==> src/rtl/load_store_unit.sv <==
// load_store_unit: RV32I memory-stage LSU; pipeline req/we/funct3/addr/wdata in, stall/valid/load_data/misalign/bus_err out, single dbus transaction with byte enables and timeout
module load_store_unit #(
  parameter int TIMEOUT_CYCLES = 255
) (
  input  logic        clk_i,
  input  logic        rst_i,
  input  logic        mem_req_i,
  input  logic        mem_we_i,
  input  logic [2:0]  funct3_i,
  input  logic [31:0] addr_i,
  input  logic [31:0] wdata_i,
  output logic        stall_o,
  output logic        valid_o,
  output logic [31:0] load_data_o,
  output logic        misalign_o,
  output logic        bus_err_o,
  output logic        dbus_req_o,
  output logic        dbus_we_o,
  output logic [31:0] dbus_addr_o,
  output logic [3:0]  dbus_be_o,
  output logic [31:0] dbus_wdata_o,
  input  logic [31:0] dbus_rdata_i,
  input  logic        dbus_ack_i
);
  typedef enum logic [1:0] {IDLE, BUS, DONE} state_t;
  localparam int CW = TIMEOUT_CYCLES > 0 ? $clog2(TIMEOUT_CYCLES + 1) : 1;
  state_t state, state_n;
  logic [CW-1:0] cnt;
  logic [2:0] f3_q;
  logic [1:0] off_q;
  logic is_half, is_word, legal, misal, ok, timeout;
  logic [3:0] be;
  logic [31:0] lanes, shifted, ext;
  always_comb begin
    is_half = funct3_i[1:0] == 2'b01;
    is_word = funct3_i[1:0] == 2'b10;
    legal = mem_we_i ? funct3_i inside {3'b000, 3'b001, 3'b010} : !(funct3_i inside {3'b011, 3'b110, 3'b111});
    misal = (is_half & addr_i[0]) | (is_word & |addr_i[1:0]);
    ok = legal & ~misal;
    be = !mem_we_i || is_word ? 4'b1111 : is_half ? 4'b0011 << addr_i[1:0] : 4'b0001 << addr_i[1:0];
    lanes = is_word ? wdata_i : is_half ? {2{wdata_i[15:0]}} : {4{wdata_i[7:0]}};
    shifted = dbus_rdata_i >> {off_q, 3'b000};
    ext = f3_q[1:0] == 2'b00 ? {{24{~f3_q[2] & shifted[7]}}, shifted[7:0]} :
          f3_q[1:0] == 2'b01 ? {{16{~f3_q[2] & shifted[15]}}, shifted[15:0]} : shifted;
    timeout = (TIMEOUT_CYCLES != 0) && (cnt == CW'(TIMEOUT_CYCLES - 1));
    state_n = state == IDLE ? (mem_req_i ? (ok ? BUS : DONE) : IDLE) :
              state == BUS  ? (dbus_ack_i || timeout ? DONE : BUS) : IDLE;
    stall_o = (state == IDLE && mem_req_i) || state == BUS;
    valid_o = state == DONE;
    dbus_req_o = state == BUS;
  end
  always_ff @(posedge clk_i or posedge rst_i) begin
    if (rst_i) begin
      state <= IDLE;
      cnt <= '0;
      f3_q <= '0;
      off_q <= '0;
      dbus_we_o <= 1'b0;
      dbus_addr_o <= '0;
      dbus_be_o <= '0;
      dbus_wdata_o <= '0;
      load_data_o <= '0;
      misalign_o <= 1'b0;
      bus_err_o <= 1'b0;
    end else begin
      state <= state_n;
      if (state == IDLE && mem_req_i) begin
        misalign_o <= legal & misal;
        bus_err_o <= ~legal;
        if (ok) begin
          cnt <= '0;
          f3_q <= funct3_i;
          off_q <= addr_i[1:0];
          dbus_we_o <= mem_we_i;
          dbus_addr_o <= {addr_i[31:2], 2'b00};
          dbus_be_o <= be;
          dbus_wdata_o <= lanes;
        end
      end
      if (state == BUS) begin
        cnt <= cnt + 1'b1;
        if (dbus_ack_i && !dbus_we_o) load_data_o <= ext;
        if (!dbus_ack_i && timeout) bus_err_o <= 1'b1;
      end
      if (state == DONE) begin
        misalign_o <= 1'b0;
        bus_err_o <= 1'b0;
      end
    end
  end
endmodule

==> config.mk <==
export PLATFORM = sky130hd
export DESIGN_NAME = load_store_unit
export DESIGN_NICKNAME = d
export VERILOG_FILES = /design/src/rtl/load_store_unit.sv
export SDC_FILE = /design/constraint.sdc
export NUM_CORES = 1
export LEC_CHECK = 0
export CAP_MARGIN = 10
export CORE_MARGIN = 4
export CORE_UTILIZATION = 25
export CTS_BUF_LIST = sky130_fd_sc_hd__clkbuf_4 sky130_fd_sc_hd__clkbuf_8 sky130_fd_sc_hd__clkbuf_16
export DETAILED_ROUTE_END_ITERATION = 10
export GPL_TIMING_DRIVEN = 0
export PLACE_DENSITY = 0.62
export SLEW_MARGIN = 40
export SYNTH_ARGS = -nofsm -noshare
export SYNTH_HDL_FRONTEND = slang
export SYNTH_SLANG_ARGS = --single-unit
==> constraint.sdc <==
create_clock -name clk_i -period 5.6 [get_ports clk_i]
set_input_delay 1.12 -clock clk_i [delete_from_list [all_inputs] [get_ports clk_i]]
set_output_delay 1.12 -clock clk_i [all_outputs]
set_load 0.01 [all_outputs]
* After elaboration in Yosys (flattened, before gate mapping)
Index checks and enable logic that the tools add are counted.
Word-level totals: flip-flop bits (word level) 116, input port bits 104, output and inout bits 106, word-level logic and storage cells 79
Cells by class: add/subtract/negate cells 1, equality and inequality tests 11, shifts and indexed selects 3, muxes and demuxes 21, bitwise operators 10, reductions and logical operators 22
Operators with widths (number):
- $mux W32 | 4
- $shr A32 B5 Y32 | 1
- $mux W8 | 3
- $mux W2 | 5
- $add A8 B1 Y8 const B | 1
- $eq A8 B8 Y1 const B | 1
- $mux W4 | 2
- $mux W1 | 7
- $and A1 B1 Y1 | 6
- $eq A2 B1 Y1 const B | 3
- $eq A3 B2 Y1 const B | 2
- $eq A3 B3 Y1 const B | 2
- $reduce_and A2 Y1 | 3
- $reduce_bool A2 Y1 | 3
- $reduce_bool A3 Y1 | 2
- $eq A2 B2 Y1 const B | 2
- $logic_not A1 Y1 | 4
- $logic_not A2 Y1 | 2
- $shl A1 B2 Y4 const A | 1
- $shl A2 B2 Y4 const A | 1
- $eq A3 B1 Y1 const B | 1
- $logic_and A1 B1 Y1 | 3
- $logic_not A3 Y1 | 1
- $logic_or A1 B1 Y1 | 3
- 3 further kinds | 5

* Depth between registers and ports, before layout
Gate-level depths: netlist of run 1.
depth after elaboration 9, depth in mapped cells 7, mapped depth without buffers 6

* Worst setup path before layout of run 1
Ideal clock, no wire load.
path type input -> register, start point input port addr_i[0], end point register dbus_addr_o[10], setup time 0.125 ns, arrival time 2.393 ns, data required time 5.475 ns, slack 3.082 ns, stages on the path 5, path buffers 2, cells stage by stage or4_1 -> a21o_1 -> buf_6 -> buf_6 -> mux2_4
On the way: cells in the longest elaborated chain, start to end 6, elaborated cells between the ends (all ways) 7, those cells by class bitwise (5); reduce/logical (2)
Ends and longest elaborated chain:
- start, declared | RTL line 10 | input logic [31:0] addr_i,
- $reduce_or A2 Y1 | RTL line 38 | misal = (is_half & addr_i[0]) | (is_word & |addr_i[1:0]);
- $and A1 B1 Y1 | RTL line 38
- $or A1 B1 Y1 * | RTL line 38
- $not A1 Y1 * | RTL line 39 | ok = legal & ~misal;
- $and A1 B1 Y1 * | RTL line 39
- $reduce_and A2 Y1 (no line) *
- end signal, assigned | RTL line 75 | dbus_addr_o <= {addr_i[31:2], 2'b00};
- end, declared | RTL line 19 | output logic [31:0] dbus_addr_o,
Mark *: on every way between the ends. The rest lies on a longest branch, timed or not. A chain may end at the register's enable or synchronous reset.

* Worst setup path in the final report of run 1
start point input port mem_req_i, end point output port stall_o
On the way: cells in the longest elaborated chain, start to end 2
Ends and longest elaborated chain:
- start, declared | RTL line 7 | input logic mem_req_i,
- $logic_and A1 B1 Y1 | RTL line 48 | stall_o = (state == IDLE && mem_req_i) || state == BUS;
- $logic_or A1 B1 Y1 | RTL line 48
- end, declared | RTL line 12 | output logic stall_o,
No other way between the ends.

==> metrics, run 1 <==
total wirelength of the detailed-routed design 18.70 mm; Pre-antenna DRT Iters 4; Max Fanout on Critical Path 4; headroom to the max-slew limit 0.6174; wire length of the first global-routing pass 29.39 mm; count of nets left with antenna violations after detail routing 0; Synth Register Bits 116; Clock Skew 9.986 ps; average size of a mapped cell 11.29 µm²; Slowest Stage Delay on Critical Path 540 ps; dominant combinational cell family by area after synthesis multiplexers; fmax 288.6 MHz; cell at the root of the clock tree clkbuf_16; share of the synthesized area in compound gates (AO/OA/AOI/OAI) 0.1162; post-detailed-placement half-perimeter wirelength 13.95 mm; final max-slew violation count 0; number of vias in the routed layout 4,804; endpoint class of the critical path output port; fraction of final layout cells sized beyond drive strength 1 0.1601; xor-xnor portion of the synthesized cell area 0.004517; clock latency at the later pin of the worst-skew pair 410 ps; most common cell after layout, fill and taps aside clkdlybuf4s50_1; met3 wire len 1.840 mm; Worst Reg2Reg Path Length in Cells 6; number of levels in the clock H-tree 4; Fill cells 2,255; crit start category input pin; final core utilization 0.3927; chain of cells forming the critical path clkdlybuf4s50_1 -> nor2_1 -> nor2_1 -> clkdlybuf4s50_1; TritonCTS clock tree done; hold buffers post-CTS 0; worst setup slack for register-to-register paths 3490 ps; path class of the lowest-slack min-delay path reg -> reg; number of cells produced by synthesis 515; gr ovfl total 0; effective utilization at floorplan 0.2554; Clock Sinks 116; total area of sequential cells 2903 µm²; CP Buf/Inv Count 2; number of top-level pins 210; commonest non-fill, non-tap cells in the layout clkdlybuf4s50_1 (207), dfrtp_1 (116), o21ai_0 (49), nand2_1 (46); max_cap viols 0; routed wl met2 8.287 mm; met1 wire length 8.290 mm; Avg Vias per Cell 4.494; dominant synthesized flop cell dfrtp_1; total inserted antenna cells 0; number of global-route vias before repair 5,016; Total Die Area 25,770 µm²; cell area after synthesis 5817 µm²; proportion of register bits with asynchronous set or reset after synthesis 1.000; Critical Path AT 2350 ps; worst hold slack 472.7 ps; buffer levels on the longest clock path 2; critical path type in -> out; IO buf count 207; simple-gate share of the synthesized area 0.1187; required time of the critical path 4480 ps; power density over the cells 473.0 nW/µm²; antenna violations before repair 0; cells resized by post-CTS repair 0; RSZ-0062 raised after global routing no; largest delay contributor family on the critical path buffers and inverters; Die Height 160.5 µm; Slowest cell on crit path clkdlybuf4s50_1; status complete, no violations; Hold Violations, Final 0; Syn-to-layout area delta 53.78%; total negative slack for setup checks 0 ps; pin count of the biggest net entering global routing 62; highest layer used for signal routing met4; routability congestion estimate 0.8301; total CTS buffers 17; Worst R2R Start off_q[0]$_DFFE_PP0P_; leakage power total 3.866 nW; sequential area share after synthesis 0.4990; buffer count from post-CTS setup fixing 0; floorplan die width 160.5 µm; Levels on crit path 4; post-layout min period 3465 ps; count of different cell masters after synthesis 50; multi-input combinational cell area 2681 µm²; share of cell area taken by muxes after synthesis 0.2160; fraction of the mapped netlist area in adder cells 0.004302; clock transition at the register clock pins on the worst setup and hold paths after CTS 60 ps; placeable core region 22,780 µm²; number of synthesized flops with an enable pin 0; period utilisation layout 0.6188; instance count along the most critical hold path 2; Final Setup Violations 0; beginning of the critical path mem_req_i; YS warnings 0; reg-to-reg critical path endpoint load_data_o[11]$_DFFE_PP0P_; Design Power 4.231 mW; std cell rows 55; DRC viols 0; drt first-iter violations 203; transition time at the pin with the least slew margin 573.9 ps; final net count 849; Worst Setup EP stall_o; wire length per cell after detailed routing 17.50 µm; global routing usage summed across all routing layers 0.1458; peak supply drop 191.2 µV
-- synthesized netlist by cell type, drive strengths merged, types with 3 or more instances --
library cell	n	share of area
inv	4	0.0026
and2	12	0.013
mux2i	43	0.074
mux2	59	0.14
clkbuf	14	0.0090
buf	20	0.028
o21ai	58	0.050
nor3	5	0.0043
dfrtp	116	0.50
nand2	46	0.030
nor2b	11	0.012
nand2b	3	0.0032
a21oi	25	0.022
nor2	33	0.023
nor4	3	0.0032
nand3	9	0.0077
o22a	12	0.018
a211oi	8	0.010
or4	3	0.0045
-- report_power, final --
part | total (mW) | switching [mW] | internal, mW
logic | 1.69 | 0.707 | 0.981
registers | 1.38 | 0.217 | 1.17
clock network | 1.16 | 0.417 | 0.741
-- registers in the layout (all words and copies together), names as in the netlist --
name / count
load_data_o: 32
off_q: 2
cnt: 8
f3_q: 3
dbus_addr_o: 30
bus_err_o: 1
dbus_be_o: 4
dbus_wdata_o: 32
misalign_o: 1
state: 2
dbus_we_o: 1
-- how the worst min path moves through the flow --
stage	startpoint	to
after global placement	load_data_o[7]$_DFFE_PP0P_	load_data_o[7]$_DFFE_PP0P_
after floorplan	cnt[7]$_DFFE_PP0P_	cnt[7]$_DFFE_PP0P_
after detailed placement	load_data_o[7]$_DFFE_PP0P_	load_data_o[7]$_DFFE_PP0P_
after global routing	load_data_o[7]$_DFFE_PP0P_	load_data_o[7]$_DFFE_PP0P_
after CTS	load_data_o[7]$_DFFE_PP0P_	load_data_o[7]$_DFFE_PP0P_
final	load_data_o[7]$_DFFE_PP0P_	load_data_o[7]$_DFFE_PP0P_
-- tightest hold or removal path, stage by stage, from the launching register on --
cell	delay, ps
dfrtp_1	340
nand2_1	40
o21ai_0	60
-- metal layers --
layer / up-vias / GRT usage
met3: 18 / 0.06338
met5: - / 0
met1: 2318 / 0.1891
met4: 0 / 0.04967
met2: 179 / 0.2176
li1: 2289 / -
-- cell families after synthesis --
group                      Yosys count
AOI/OAI and AO/OA                  115
muxes                              102
other                                1
buffers and inverters               39
adders and majority gates            2
and+or+nand+nor                    137
DFF                                116
xor gates and xnor gates             3
-- per-stage QoR --
step	cells	cell area, µm²	worst slack [ps]
2_1_floorplan	516	5821	1408
3_3_place_gp	1036	8284	-673.1
3_5_place_dp	1037	8319	2127
4_1_cts	1069	8945	2129
5_1_grt	1069	8945	2084
6_report	1069	8945	2135
-- area by class of cell --
type	instances	area share
sequential	116	0.3245
multi-input combinational	361	0.2998
timing repair buffer	208	0.2347
clock buffer	21	0.05301
tap	313	0.04378
buffer	34	0.02378
clock inverter	11	0.01693
inverter	5	0.003497
Note: power is estimated with default switching activity, not from simulation.
==> run 2: changes to the inputs <==
--- a/config.mk
+++ b/config.mk
@@ -11,7 +11,7 @@
 export CTS_BUF_LIST = sky130_fd_sc_hd__clkbuf_4 sky130_fd_sc_hd__clkbuf_8 sky130_fd_sc_hd__clkbuf_16
 export DETAILED_ROUTE_END_ITERATION = 10
 export GPL_TIMING_DRIVEN = 0
-export PLACE_DENSITY = 0.62
+export PLACE_DENSITY = 0.64
 export SLEW_MARGIN = 40
 export SYNTH_ARGS = -nofsm -noshare
 export SYNTH_HDL_FRONTEND = slang
==> constraint.sdc (replaced) <==
create_clock -name clk_i -period 2.9 [get_ports clk_i]
set_input_delay 0.58 -clock clk_i [delete_from_list [all_inputs] [get_ports clk_i]]
set_output_delay 0.58 -clock clk_i [all_outputs]
set_load 0.01 [all_outputs]
==> metrics, run 2 (synthesis gave the netlist of run 1 again) <==
status complete, no violations; most common cell after layout, fill and taps aside clkdlybuf4s50_1; Placed Cells 1,041; number of global-route vias before repair 5,180; global routing usage summed across all routing layers 0.1474; drt first-iter violations 208; transition time at the pin with the least slew margin 576.8 ps; clock transition at the register clock pins on the worst setup and hold paths after CTS 50 ps; IO buf count 207; RSZ-0062 raised after global routing no; Hold Violations, Final 0; Max Fanout on Critical Path 4; total inserted antenna cells 0; cells resized by post-CTS repair 0; wire length per cell after detailed routing 17.62 µm; leakage power total 3.920 nW; Critical Path AT 1800 ps; antenna violations before repair 0; pin count of the biggest net entering global routing 24; buffer count from post-CTS setup fixing 0; required time of the critical path 2320 ps; path class of the lowest-slack min-delay path reg -> reg; fraction of final layout cells sized beyond drive strength 1 0.1645; Clock Sinks 116; fin cells 1,073; hold buffers post-CTS 0; chain of cells forming the critical path clkdlybuf4s50_1 -> nor2_1 -> nor2_1 -> clkdlybuf4s50_1; commonest non-fill, non-tap cells in the layout clkdlybuf4s50_1 (207), dfrtp_1 (116), o21ai_0 (49), nand2_1 (46); final net count 853; endpoint class of the critical path output port; count of nets left with antenna violations after detail routing 0; fmax 420.2 MHz; peak supply drop 349.4 µV; post-layout min period 2380 ps; critical path type in -> out; floorplan die width 160.5 µm; headroom to the max-slew limit 0.6154; final core utilization 0.3976; TritonCTS clock tree done; number of vias in the routed layout 4,776; post-detailed-placement half-perimeter wirelength 14.12 mm; effective utilization at floorplan 0.2554; Syn-to-layout area delta 55.69%; clock latency at the later pin of the worst-skew pair 400 ps; Die Height 160.5 µm; gr ovfl total 0; Pre-antenna DRT Iters 4; Slowest cell on crit path clkdlybuf4s50_1; number of levels in the clock H-tree 4; period utilisation layout 0.8207; worst setup slack for register-to-register paths 760 ps; Total Die Area 25,770 µm²; Fill cells 2,212; Regs by FF count dbus_wdata_o: 32 flops, load_data_o: 32 flops, dbus_addr_o: 30 flops; DRC viols 0; highest layer used for signal routing met4; power density over the cells 915.5 nW/µm²; std cell rows 55; total CTS buffers 17; routed wl met2 8.661 mm; Final Setup Violations 0; met3 wire len 1.773 mm; final max-slew violation count 0; Slowest Stage Delay on Critical Path 540 ps; placeable core region 22,780 µm²; number of top-level pins 210; cell at the root of the clock tree clkbuf_16; wire length of the first global-routing pass 29.84 mm; met1 wire length 8.334 mm; crit start category input pin; Clock Skew 10.52 ps; routability congestion estimate 0.8155; buffer levels on the longest clock path 2; total wirelength of the detailed-routed design 18.91 mm; Avg Vias per Cell 4.451; max_cap viols 0
## run 2: cell types whose count changed in the layout (fill, tap and decap cells not counted)
cell	before	now
clkinvlp_4	4	3
buf_16	1	2
clkbuf_8	3	0
clkinv_4	4	5
bufinv_16	3	5
clkbuf_4	1	3
buf_12	0	3
inv_8	1	0
## run 2: stage by stage
step           power [mW]  TNS (ps)  area, µm²  setup WS, ps  hold WS (ps)
2_1_floorplan       4.161         0       5824         906.6         456.9
3_3_place_gp        5.930    -45840       8288        -401.9         461.2
3_5_place_dp        5.983         0       8403         247.4         470.8
4_1_cts             8.392         0       9056         508.1         482.7
5_1_grt             8.768         0       9056         470.0         510.0
6_report            8.291         0       9056         520.0         478.3
## run 2: per-layer routing
layer | GRT usage | vias to the layer above
met4 | 0.03481 | 0
met5 | 0 | -
met2 | 0.2327 | 169
met3 | 0.06467 | 10
met1 | 0.1866 | 2309
li1 | - | 2288
## run 2: path summary, 6_finish.rpt
path / from / end / cells after the start
worst min-delay path: dbus_be_o[2]$_DFFE_PP0P_ / dbus_be_o[2]$_DFFE_PP0P_ / 2
worst max-delay path: mem_req_i / stall_o / 4
worst min register to register: dbus_be_o[2]$_DFFE_PP0P_ / dbus_be_o[2]$_DFFE_PP0P_ / 2
min in group asynchronous: rst_i / load_data_o[4]$_DFFE_PP0P_ / 2
max in group asynchronous: rst_i / dbus_be_o[0]$_DFFE_PP0P_ / 4
worst max register to register: off_q[0]$_DFFE_PP0P_ / load_data_o[11]$_DFFE_PP0P_ / 6
## run 2: power by group
part	switching (mW)	internal [mW]
clock network	0.785	1.56
logic	1.37	1.91
registers	0.416	2.25
## run 2: critical path, delay by kind of cell
family / cells / cell delay [ps]
buffers and inverters: 2 / 1070
and+or+nand+nor: 2 / 150
## run 2: area by class of cell
class / count / area [µm²] / area share
Sequential cell: 116 / 2903 / 0.3205
Multi-Input combinational cell: 361 / 2681 / 0.2961
Timing Repair Buffer: 212 / 2187 / 0.2415
Clock buffer: 20 / 447.9 / 0.04946
Tap cell: 313 / 391.6 / 0.04324
Buffer: 34 / 212.7 / 0.02349
Clock inverter: 12 / 205.2 / 0.02266
Inverter: 5 / 27.53 / 0.003040
==> run 3: changes to the inputs <==
--- a/config.mk
+++ b/config.mk
@@ -11,7 +11,7 @@
 export CTS_BUF_LIST = sky130_fd_sc_hd__clkbuf_4 sky130_fd_sc_hd__clkbuf_8 sky130_fd_sc_hd__clkbuf_16
 export DETAILED_ROUTE_END_ITERATION = 10
 export GPL_TIMING_DRIVEN = 0
-export PLACE_DENSITY = 0.64
+export PLACE_DENSITY = 0.62
 export SLEW_MARGIN = 40
 export SYNTH_ARGS = -nofsm -noshare
 export SYNTH_HDL_FRONTEND = slang
==> constraint.sdc (replaced) <==
create_clock -name clk_i -period 2.4 [get_ports clk_i]
set_input_delay 0.48 -clock clk_i [delete_from_list [all_inputs] [get_ports clk_i]]
set_output_delay 0.48 -clock clk_i [all_outputs]
set_load 0.01 [all_outputs]
==> metrics, run 3 (synthesis gave the netlist of run 1 again) <==
routing usage on met2 0.2220; switching power as a share of total power 0.3149; Worst R2R Start off_q[0]$_DFFE_PP0P_; Clock Sinks 116; std cell rows 55; effective utilization at floorplan 0.2554; clock latency at the later pin of the worst-skew pair 410 ps; number of levels in the clock H-tree 4; buffer count from post-CTS setup fixing 0; number of vias in the routed layout 4,773; cell at the root of the clock tree clkbuf_16; internal power component 6.665 mW; period utilisation layout 0.9345; post-detailed-placement half-perimeter wirelength 14.18 mm; total wirelength of the detailed-routed design 18.73 mm; Clock Skew 6.881 ps; IO buf count 207; endpoint class of the critical path output port; drt first-iter violations 198; grt met3 use 0.06313; part of the power in the clock network 0.261; Slowest cell on crit path clkdlybuf4s50_1; wire length per cell after detailed routing 17.47 µm; Pre-antenna DRT Iters 4; fmax 445.9 MHz; clock transition at the register clock pins on the worst setup and hold paths after CTS 50 ps; proportion of power drawn by flip-flops and latches 0.333; post-layout min period 2243 ps; final net count 853; hold buffers post-CTS 0; instance area at placement 8418 µm²; Syn-to-layout area delta 54.87%; TritonCTS clock tree done; Max Fanout on Critical Path 8; Critical Path AT 1760 ps; total area of sequential cells 2903 µm²; total inserted antenna cells 0; global routing usage summed across all routing layers 0.1455; Placed Cells 1,041; transition time at the pin with the least slew margin 571.6 ps; worst hold slack 473.9 ps; critical path type reg -> out; final max-slew violation count 0; global routing met1 resource utilization 0.1872; path class of the lowest-slack min-delay path in -> async; peak supply drop 423.7 µV; floorplan die width 160.5 µm; leakage power total 3.900 nW; Worst Reg2Reg Path Length in Cells 6; count of nets left with antenna violations after detail routing 0; total CTS buffers 17; DRC viols 0; Fill cells 2,272; fin cells 1,072; wire length of the first global-routing pass 29.32 mm; Avg Vias per Cell 4.452; Die Height 160.5 µm; max_cap viols 0; RSZ-0062 raised after global routing no; gr ovfl total 0; crit start category register; routability congestion estimate 0.8532; crit path setup slack, layout 157.3 ps; fraction of final layout cells sized beyond drive strength 1 0.1634; Total Die Area 25,770 µm²; cells resized by post-CTS repair 0; most common cell after layout, fill and taps aside clkdlybuf4s50_1; antenna violations before repair 0; buffer levels on the longest clock path 2; worst setup timing slack at the placement stage -133.9 ps; number of global-route vias before repair 5,000; status complete, no violations; post-route cell area 9009 µm²; Most Used Layer, Global Route met2; switching power of the nets 3.063 mW; Final Setup Violations 0; multi-input combinational cell area 2681 µm²; placeable core region 22,780 µm²; Design Power 9.728 mW; headroom to the max-slew limit 0.6190; share of power burned in combinational logic 0.405; required time of the critical path 1920 ps; Slowest Stage Delay on Critical Path 540 ps; number of top-level pins 210; power density over the cells 1080 nW/µm²; reg-to-reg critical path endpoint load_data_o[10]$_DFFE_PP0P_; chain of cells forming the critical path nand2b_1 -> buf_6 -> clkinv_4 -> clkdlybuf4s50_1; pin count of the biggest net entering global routing 24; Regs by FF count dbus_wdata_o: 32 flops, load_data_o: 32 flops, dbus_addr_o: 30 flops; worst setup slack for register-to-register paths 280 ps; Hold Violations, Final 0; commonest non-fill, non-tap cells in the layout clkdlybuf4s50_1 (207), dfrtp_1 (116), o21ai_0 (49), nand2_1 (46)
[run 3: metal layers]
metal | wire [µm] | part of all wire | up-vias
met3 | 1893 | 0.10 | 21
met1 | 8310 | 0.44 | 2266
met2 | 8251 | 0.44 | 194
met4 | 274 | 0.015 | 0
li1 | - | - | 2292
met5 | 0 | 0 | -
[run 3: worst max path at each step]
stage	from	endpoint	slack, ps	depth (start not counted)
after floorplan	rst_i	bus_err_o$_DFF_PP0_	510	1
after global placement	rst_i	dbus_addr_o[16]$_DFFE_PP0P_	-820	2
after detailed placement	mem_req_i	dbus_wdata_o[14]$_DFFE_PP0P_	-130	7
after CTS	state[1]$_DFF_PP0_	dbus_req_o	110	4
after global routing	state[1]$_DFF_PP0_	dbus_req_o	80	4
final	state[1]$_DFF_PP0_	dbus_req_o	160	4
[run 3: per-stage QoR]
step / util / TNS, ps
finish: 0.3955 / 0
global route: 0.3955 / 0
CTS: 0.3955 / 0
detailed placement: 0.3696 / -6996
global placement: 0.3639 / -100420
floorplan: - / 0
[run 3: area by class of cell]
type / count / area share
flip-flops and latches: 116 / 0.3222
multi-input cells: 361 / 0.2976
repair buffers: 212 / 0.2444
clock buffers: 22 / 0.05417
well taps: 313 / 0.04347
plain buffers: 34 / 0.02361
clock inverters: 9 / 0.01139
inverters: 5 / 0.003056
[run 3: power by group through the flow]
stage               registers [mW]  logic (mW)  clock network (mW)
floorplan                     3.51        1.52                   0
global route                  3.36        4.25                2.69
finish                        3.24        3.94                2.54
CTS                           3.24        3.99                2.61
detailed placement            3.25        3.97                   0
global placement              3.24        3.93                   0
[run 3: worst max-delay path, delay by kind of cell, from the launching register on]
kind / cells / cell delay [ps]
buf+inv: 3 / 760
flops: 1 / 430
simple gates: 1 / 180
